[config.mk]
export PLATFORM = sky130hd
export DESIGN_NAME = control_unit_flat
export DESIGN_NICKNAME = d
export VERILOG_FILES = /design/src/rtl/control_unit_if.sv /design/src/rtl/control_unit.sv /design/src/flat_wrapper.sv
export SDC_FILE = /design/constraint.sdc
export NUM_CORES = 1
export LEC_CHECK = 0
export ABC_AREA = 1
export ABC_CLOCK_PERIOD_IN_PS = 2600
export CAP_MARGIN = 20
export CORE_UTILIZATION = 52
export CTS_CLUSTER_SIZE = 12
export DETAILED_ROUTE_END_ITERATION = 16
export PLACE_DENSITY = 0.88
export SETUP_SLACK_MARGIN = 0.05
export SYNTH_ARGS = -nofsm -noshare
export SYNTH_HDL_FRONTEND = slang
export SYNTH_SLANG_ARGS = --single-unit
[constraint.sdc]
create_clock -name clk -period 2.6 [get_ports clk]
set_input_delay 0.52 -clock clk [delete_from_list [all_inputs] [get_ports clk]]
set_output_delay 0.52 -clock clk [all_outputs]
set_load 0.005 [all_outputs]
[src/rtl/control_unit_if.sv]
// Control/status bundle between the instruction sequencer and the 8-bit data path.
// The sequencer side is the master; the data path side is the slave.
interface control_unit_if;
    logic [7:0] IR;
    logic [3:0] CCR_Result;
    logic       IR_Load;
    logic       MAR_Load;
    logic       PC_Load;
    logic       PC_Inc;
    logic       A_Load;
    logic       B_Load;
    logic [3:0] ALU_Sel;
    logic       CCR_Load;
    logic [1:0] Bus1_Sel;
    logic [1:0] Bus2_Sel;
    logic       write;

    modport master (
        input  IR, CCR_Result,
        output IR_Load, MAR_Load, PC_Load, PC_Inc, A_Load, B_Load,
               ALU_Sel, CCR_Load, Bus1_Sel, Bus2_Sel, write
    );

    modport slave (
        output IR, CCR_Result,
        input  IR_Load, MAR_Load, PC_Load, PC_Inc, A_Load, B_Load,
               ALU_Sel, CCR_Load, Bus1_Sel, Bus2_Sel, write
    );
endinterface

[src/rtl/control_unit.sv]
// Moore instruction sequencer: fetch, decode and per-opcode execute states driving
// the data path loads, bus selects, ALU select and memory write strobe.
module control_unit (
    input  logic                 clk,
    input  logic                 reset,
    control_unit_if.master       ctl
);

    localparam logic [7:0] OP_LDA_IMM = 8'h86, OP_LDA_DIR = 8'h87,
                           OP_LDB_IMM = 8'h88, OP_LDB_DIR = 8'h89,
                           OP_STA_DIR = 8'h96, OP_STB_DIR = 8'h97,
                           OP_ADD_AB  = 8'h42, OP_SUB_AB  = 8'h43,
                           OP_AND_AB  = 8'h44, OP_OR_AB   = 8'h45,
                           OP_INCA    = 8'h46, OP_DECA    = 8'h47,
                           OP_INCB    = 8'h48, OP_DECB    = 8'h49,
                           OP_BRA     = 8'h20, OP_BEQ     = 8'h23,
                           OP_BCS     = 8'h25;

    localparam logic [1:0] BUS1_PC = 2'b00, BUS1_A = 2'b01, BUS1_B = 2'b10;
    localparam logic [1:0] BUS2_ALU = 2'b00, BUS2_BUS1 = 2'b01, BUS2_MEM = 2'b10;
    localparam logic [3:0] ALU_ADD = 4'b0000, ALU_SUB = 4'b0001, ALU_AND = 4'b0010,
                           ALU_OR  = 4'b0011, ALU_INC = 4'b0100, ALU_DEC = 4'b0101;

    typedef enum logic [5:0] {
        S_FETCH_0, S_FETCH_1, S_FETCH_2, S_DECODE_3,
        S_LDA_IMM_4, S_LDA_IMM_5, S_LDA_IMM_6,
        S_LDB_IMM_4, S_LDB_IMM_5, S_LDB_IMM_6,
        S_LDA_DIR_4, S_LDA_DIR_5, S_LDA_DIR_6, S_LDA_DIR_7, S_LDA_DIR_8,
        S_LDB_DIR_4, S_LDB_DIR_5, S_LDB_DIR_6, S_LDB_DIR_7, S_LDB_DIR_8,
        S_STA_DIR_4, S_STA_DIR_5, S_STA_DIR_6, S_STA_DIR_7,
        S_STB_DIR_4, S_STB_DIR_5, S_STB_DIR_6, S_STB_DIR_7,
        S_ADD_AB_4, S_SUB_AB_4, S_AND_AB_4, S_OR_AB_4,
        S_INCA_4, S_DECA_4, S_INCB_4, S_DECB_4,
        S_BRA_4, S_BRA_5, S_BRA_6,
        S_BNT_4
    } state_t;

    state_t state_q, state_d;

    always_ff @(posedge clk or negedge reset) begin
        if (!reset) state_q <= S_FETCH_0;
        else        state_q <= state_d;
    end

    always_comb begin
        state_d      = S_FETCH_0;
        ctl.IR_Load  = 1'b0;
        ctl.MAR_Load = 1'b0;
        ctl.PC_Load  = 1'b0;
        ctl.PC_Inc   = 1'b0;
        ctl.A_Load   = 1'b0;
        ctl.B_Load   = 1'b0;
        ctl.ALU_Sel  = ALU_ADD;
        ctl.CCR_Load = 1'b0;
        ctl.Bus1_Sel = BUS1_PC;
        ctl.Bus2_Sel = BUS2_ALU;
        ctl.write    = 1'b0;

        case (state_q)
            S_FETCH_0:   state_d = S_FETCH_1;
            S_FETCH_1:   state_d = S_FETCH_2;
            S_FETCH_2:   state_d = S_DECODE_3;
            S_DECODE_3: begin
                // Branch conditions are sampled here, so the taken path reuses BRA states.
                case (ctl.IR)
                    OP_LDA_IMM: state_d = S_LDA_IMM_4;
                    OP_LDB_IMM: state_d = S_LDB_IMM_4;
                    OP_LDA_DIR: state_d = S_LDA_DIR_4;
                    OP_LDB_DIR: state_d = S_LDB_DIR_4;
                    OP_STA_DIR: state_d = S_STA_DIR_4;
                    OP_STB_DIR: state_d = S_STB_DIR_4;
                    OP_ADD_AB:  state_d = S_ADD_AB_4;
                    OP_SUB_AB:  state_d = S_SUB_AB_4;
                    OP_AND_AB:  state_d = S_AND_AB_4;
                    OP_OR_AB:   state_d = S_OR_AB_4;
                    OP_INCA:    state_d = S_INCA_4;
                    OP_DECA:    state_d = S_DECA_4;
                    OP_INCB:    state_d = S_INCB_4;
                    OP_DECB:    state_d = S_DECB_4;
                    OP_BRA:     state_d = S_BRA_4;
                    OP_BEQ:     state_d = ctl.CCR_Result[2] ? S_BRA_4 : S_BNT_4;
                    OP_BCS:     state_d = ctl.CCR_Result[0] ? S_BRA_4 : S_BNT_4;
                    default:    state_d = S_FETCH_0;
                endcase
            end
            S_LDA_IMM_4: state_d = S_LDA_IMM_5;
            S_LDA_IMM_5: state_d = S_LDA_IMM_6;
            S_LDB_IMM_4: state_d = S_LDB_IMM_5;
            S_LDB_IMM_5: state_d = S_LDB_IMM_6;
            S_LDA_DIR_4: state_d = S_LDA_DIR_5;
            S_LDA_DIR_5: state_d = S_LDA_DIR_6;
            S_LDA_DIR_6: state_d = S_LDA_DIR_7;
            S_LDA_DIR_7: state_d = S_LDA_DIR_8;
            S_LDB_DIR_4: state_d = S_LDB_DIR_5;
            S_LDB_DIR_5: state_d = S_LDB_DIR_6;
            S_LDB_DIR_6: state_d = S_LDB_DIR_7;
            S_LDB_DIR_7: state_d = S_LDB_DIR_8;
            S_STA_DIR_4: state_d = S_STA_DIR_5;
            S_STA_DIR_5: state_d = S_STA_DIR_6;
            S_STA_DIR_6: state_d = S_STA_DIR_7;
            S_STB_DIR_4: state_d = S_STB_DIR_5;
            S_STB_DIR_5: state_d = S_STB_DIR_6;
            S_STB_DIR_6: state_d = S_STB_DIR_7;
            S_BRA_4:     state_d = S_BRA_5;
            S_BRA_5:     state_d = S_BRA_6;
            default:     state_d = S_FETCH_0;
        endcase

        case (state_q)
            // MAR <- PC, shared by instruction fetch, operand fetch and branch target fetch.
            S_FETCH_0, S_LDA_IMM_4, S_LDB_IMM_4, S_LDA_DIR_4, S_LDB_DIR_4,
            S_STA_DIR_4, S_STB_DIR_4, S_BRA_4: begin
                ctl.Bus1_Sel = BUS1_PC;
                ctl.Bus2_Sel = BUS2_BUS1;
                ctl.MAR_Load = 1'b1;
            end
            S_FETCH_1, S_LDA_IMM_5, S_LDB_IMM_5, S_LDA_DIR_5, S_LDB_DIR_5,
            S_STA_DIR_5, S_STB_DIR_5, S_BNT_4: begin
                ctl.PC_Inc = 1'b1;
            end
            S_FETCH_2: begin
                ctl.Bus2_Sel = BUS2_MEM;
                ctl.IR_Load  = 1'b1;
            end
            S_LDA_IMM_6, S_LDA_DIR_8: begin
                ctl.Bus2_Sel = BUS2_MEM;
                ctl.A_Load   = 1'b1;
            end
            S_LDB_IMM_6, S_LDB_DIR_8: begin
                ctl.Bus2_Sel = BUS2_MEM;
                ctl.B_Load   = 1'b1;
            end
            S_LDA_DIR_6, S_LDB_DIR_6, S_STA_DIR_6, S_STB_DIR_6: begin
                ctl.Bus2_Sel = BUS2_MEM;
                ctl.MAR_Load = 1'b1;
            end
            S_STA_DIR_7: begin
                ctl.Bus1_Sel = BUS1_A;
                ctl.write    = 1'b1;
            end
            S_STB_DIR_7: begin
                ctl.Bus1_Sel = BUS1_B;
                ctl.write    = 1'b1;
            end
            S_ADD_AB_4, S_SUB_AB_4, S_AND_AB_4, S_OR_AB_4, S_INCA_4, S_DECA_4: begin
                ctl.Bus1_Sel = BUS1_A;
                ctl.Bus2_Sel = BUS2_ALU;
                ctl.A_Load   = 1'b1;
                ctl.CCR_Load = 1'b1;
                case (state_q)
                    S_SUB_AB_4: ctl.ALU_Sel = ALU_SUB;
                    S_AND_AB_4: ctl.ALU_Sel = ALU_AND;
                    S_OR_AB_4:  ctl.ALU_Sel = ALU_OR;
                    S_INCA_4:   ctl.ALU_Sel = ALU_INC;
                    S_DECA_4:   ctl.ALU_Sel = ALU_DEC;
                    default:    ctl.ALU_Sel = ALU_ADD;
                endcase
            end
            S_INCB_4, S_DECB_4: begin
                ctl.Bus1_Sel = BUS1_B;
                ctl.Bus2_Sel = BUS2_ALU;
                ctl.B_Load   = 1'b1;
                ctl.CCR_Load = 1'b1;
                ctl.ALU_Sel  = (state_q == S_INCB_4) ? ALU_INC : ALU_DEC;
            end
            S_BRA_6: begin
                ctl.Bus2_Sel = BUS2_MEM;
                ctl.PC_Load  = 1'b1;
            end
            default: ;
        endcase
    end

endmodule
[src/flat_wrapper.sv]
// flat-port wrapper written by rule: the top's interface ports become plain ports
module control_unit_flat 
  (clk, reset, ctl_IR, ctl_CCR_Result, ctl_IR_Load, ctl_MAR_Load, ctl_PC_Load, ctl_PC_Inc, ctl_A_Load, ctl_B_Load, ctl_ALU_Sel, ctl_CCR_Load, ctl_Bus1_Sel, ctl_Bus2_Sel, ctl_write);
  control_unit_if ctl_i ();
  input  logic clk;
  input  logic reset;
  input wire logic [$bits(ctl_i.IR)-1:0] ctl_IR;
  input wire logic [$bits(ctl_i.CCR_Result)-1:0] ctl_CCR_Result;
  output wire logic [$bits(ctl_i.IR_Load)-1:0] ctl_IR_Load;
  output wire logic [$bits(ctl_i.MAR_Load)-1:0] ctl_MAR_Load;
  output wire logic [$bits(ctl_i.PC_Load)-1:0] ctl_PC_Load;
  output wire logic [$bits(ctl_i.PC_Inc)-1:0] ctl_PC_Inc;
  output wire logic [$bits(ctl_i.A_Load)-1:0] ctl_A_Load;
  output wire logic [$bits(ctl_i.B_Load)-1:0] ctl_B_Load;
  output wire logic [$bits(ctl_i.ALU_Sel)-1:0] ctl_ALU_Sel;
  output wire logic [$bits(ctl_i.CCR_Load)-1:0] ctl_CCR_Load;
  output wire logic [$bits(ctl_i.Bus1_Sel)-1:0] ctl_Bus1_Sel;
  output wire logic [$bits(ctl_i.Bus2_Sel)-1:0] ctl_Bus2_Sel;
  output wire logic [$bits(ctl_i.write)-1:0] ctl_write;
  assign ctl_i.IR = ctl_IR;
  assign ctl_i.CCR_Result = ctl_CCR_Result;
  assign ctl_IR_Load = ctl_i.IR_Load;
  assign ctl_MAR_Load = ctl_i.MAR_Load;
  assign ctl_PC_Load = ctl_i.PC_Load;
  assign ctl_PC_Inc = ctl_i.PC_Inc;
  assign ctl_A_Load = ctl_i.A_Load;
  assign ctl_B_Load = ctl_i.B_Load;
  assign ctl_ALU_Sel = ctl_i.ALU_Sel;
  assign ctl_CCR_Load = ctl_i.CCR_Load;
  assign ctl_Bus1_Sel = ctl_i.Bus1_Sel;
  assign ctl_Bus2_Sel = ctl_i.Bus2_Sel;
  assign ctl_write = ctl_i.write;
  control_unit u_core (.clk(clk), .reset(reset), .ctl(ctl_i));
endmodule
==> results.md <==
* Adder-Cell Fraction of Synth Area at 0%
* Tot GR Track Use at 28.5%
* Clock slew at reported path FFs at 0.05 ns
* Setup ws final at 0.112 ns
* Horiz. Die Dim at 48.6 um
* Final Max Slew Viols at 0
* Vias in the first global route at 1261
* WP data arrival at 1.97 ns
* Vias at 1460
* Avg Cell Area, Syn at 5.30 um^2
* CORE AREA at 2000 um^2
* Iter 0 DRT Violations at 97
* CP Class: flop to primary output
* Period utilization at 95.7%
* Ant diodes at 0
* GPL Wtd Cong at 0.954
* Crit path time final at 2.49 ns
* Largest family of logic cells by synthesized area: simple AND/OR/NAND/NOR gates
* Root Buffer: clkbuf_4
* Die Y-Extent at 48.6 um
* Final Hold Viols at 0
* Post-synthesis cell count at 213
* Grt ovf at 0
* Setup violators final at 0
* Antenna violations before repair at 0
* Final wirelength at 3.22 mm
* Worst EP required at 2.08 ns
* PD cells at 662 nW/um^2
* Die area at 2360 um^2
* CTS buffer count at 3
* Largest regs: u_core.state_q x6
* Synth Cell Area at 1130 um^2
* Finished Cell Area at 1520 um^2
* Pre-CTS setup slack at 0.305 ns
* TritonCTS clock tree: yes
* Commonest non-fill, non-tap cell in the layout: nand2_1
* TNS Setup at 0 ns
* Worst-Skew Late Latency at 0.25 ns
* Starting Density at 56.4%
* Post-Synth XOR/XNOR Area at 0%
* Unrepaired setup endpoints after global routing: yes
* Startpoint class of the critical path: flop
* FP Rows at 16
* Wire length per cell at 11.8 um
* First-pass GRT wire length at 5.38 mm
* DP Wirelength at 2.51 mm
* Port Buffers at 26
* Max cap viols at 0
* Hold_buf cts at 0
* LEAKAGE at 0.879 nW
* # IOs at 30
* Most frequent cells in the layout: nand2_1, nor2_1, clkdlybuf4s50_1
* DRC viols at 0
* Deepest clock path buffer count at 2
* DR vias/cell at 5.35
* Largest net degree at the start of global routing at 12
* Status: finished clean
* Flops & latches, synth at 6
* Sequential area share after synthesis at 13.3%
* Biggest register: u_core.state_q
* CTS sink cnt at 6
* Layout cells sized above 1 at 21.1%
* H-tree levels at 1
* Placed instance area at 1420 um^2
* Area delta synth->final at 34.1%
* Post-synthesis mux area share at 0%
* Syn nets at 227
* Hold Crit Class: input port to async pin
* DRT antenna net count at 0
* Setup Skew at 0.00535 ns
* DRT Pass-1 Iters at 4
* Compound-Gate Fraction of Synth Area at 6.20%
* CP max FO at 5
* Synth Area in Simple Gates at 67.9%
* Fin nets at 262
* Largest register FFs at 6
* Yosys warns at 0
* Synth cell types at 26
* CP endpoint kind: primary output
* VDD IR max at 0.508 mV
* Max Fclk at 0.402 GHz
## Yosys cell counts
| cell type | number | share of area [%] |
|---|---|---|
| o211ai_1 | 1 | 0.66 |
| nor3_4 | 1 | 1.4 |
| a211oi_1 | 1 | 0.66 |
| nand2_1 | 72 | 24 |
| nand3b_2 | 1 | 1.0 |
| buf_4 | 2 | 1.3 |
| nor2_4 | 3 | 3.0 |
| nor2_1 | 30 | 10 |
| conb_1 | 1 | 0.33 |
| nand3_2 | 2 | 1.8 |
| nor3_2 | 2 | 1.8 |
| o21ai_0 | 5 | 2.2 |
| nand3b_1 | 2 | 1.3 |
| inv_1 | 21 | 7.0 |
| o31ai_1 | 2 | 1.3 |
| nand3_1 | 24 | 11 |
| a31oi_1 | 1 | 0.55 |
| nand4_1 | 2 | 1.1 |
| nand2_2 | 7 | 3.9 |
| nor3_1 | 6 | 2.7 |
| nor3b_2 | 1 | 1.1 |
| and3_4 | 1 | 1.0 |
| inv_2 | 12 | 4.0 |
| dfrtp_1 | 6 | 13 |
| a21oi_2 | 1 | 0.78 |
| nor2_2 | 6 | 3.3 |
## worst max-delay path: stages (launching register included)
cell and delay, ns:
dfrtp_2 0.46, nor2_4 0.14, inv_1 0.08, buf_4 0.16
nor2_1 0.18, inv_1 0.09, a21oi_2 0.11, clkdlybuf4s50_1 0.50
## metal layers
layer	global-route usage [%]	vias up	part of all wire [%]
met3	2.83	5	7.2
met1	41.3	646	48
li1	-	741	-
met2	44.4	68	43
met5	0	-	0
met4	7.84	0	1.6
## cells by family after synthesis
kind of cell | count (synthesis)
and+or+nand+nor | 160
DFF | 6
AOI/OAI and AO/OA | 11
buffers and inverters | 35
other | 1
## final cells by class
| cell class | count | area (um^2) |
|---|---|---|
| Timing Repair Buffer | 32 | 308 |
| Sequential cell | 6 | 154 |
| Multi-Input combinational cell | 172 | 873 |
| Tap cell | 27 | 33.8 |
| Fill cell | 170 | 487 |
| Clock buffer | 3 | 22.5 |
| Inverter | 33 | 124 |
## final timing paths
path / from / end / slack [ns] / cells after the start
worst max-delay path: u_core.state_q[2]$_DFF_PN0_ / ctl_ALU_Sel[0] / 0.11 / 7
worst min-delay path: reset / u_core.state_q[5]$_DFF_PN0_ / 0.50 / 1
worst min register to register: u_core.state_q[1]$_DFF_PN0_ / u_core.state_q[2]$_DFF_PN0_ / 0.82 / 3
min in group clk: u_core.state_q[1]$_DFF_PN0_ / u_core.state_q[2]$_DFF_PN0_ / 0.82 / 3
worst max register to register: u_core.state_q[1]$_DFF_PN0_ / u_core.state_q[1]$_DFF_PN0_ / 1.13 / 9
max in group asynchronous: reset / u_core.state_q[2]$_DFF_PN0_ / 1.87 / 1
## per-stage QoR
step	power (mW)	cells	util [%]	hold WS, ns
6_report	1.00	273	75.7	0.501
2_1_floorplan	0.602	213	-	0.224
4_1_cts	0.941	269	72.4	0.504
3_3_place_gp	0.847	266	71.1	0.765
5_1_grt	1.07	273	75.7	0.524
3_5_place_dp	0.845	266	71.1	0.768
## where the power goes
group	total [mW]	internal [mW]	switching [mW]
clock network	0.0886	0.0524	0.0363
registers	0.204	0.128	0.0758
logic	0.711	0.304	0.407
## repair_timing
| item | CTS | global route |
|---|---|---|
| setup endpoints to repair | 1 | 9 |
| buffers inserted | 0 | 4 |
| pin swaps | 0 | 2 |
| gates resized for setup | 1 | 11 |
(Power assumes the default switching activity.)
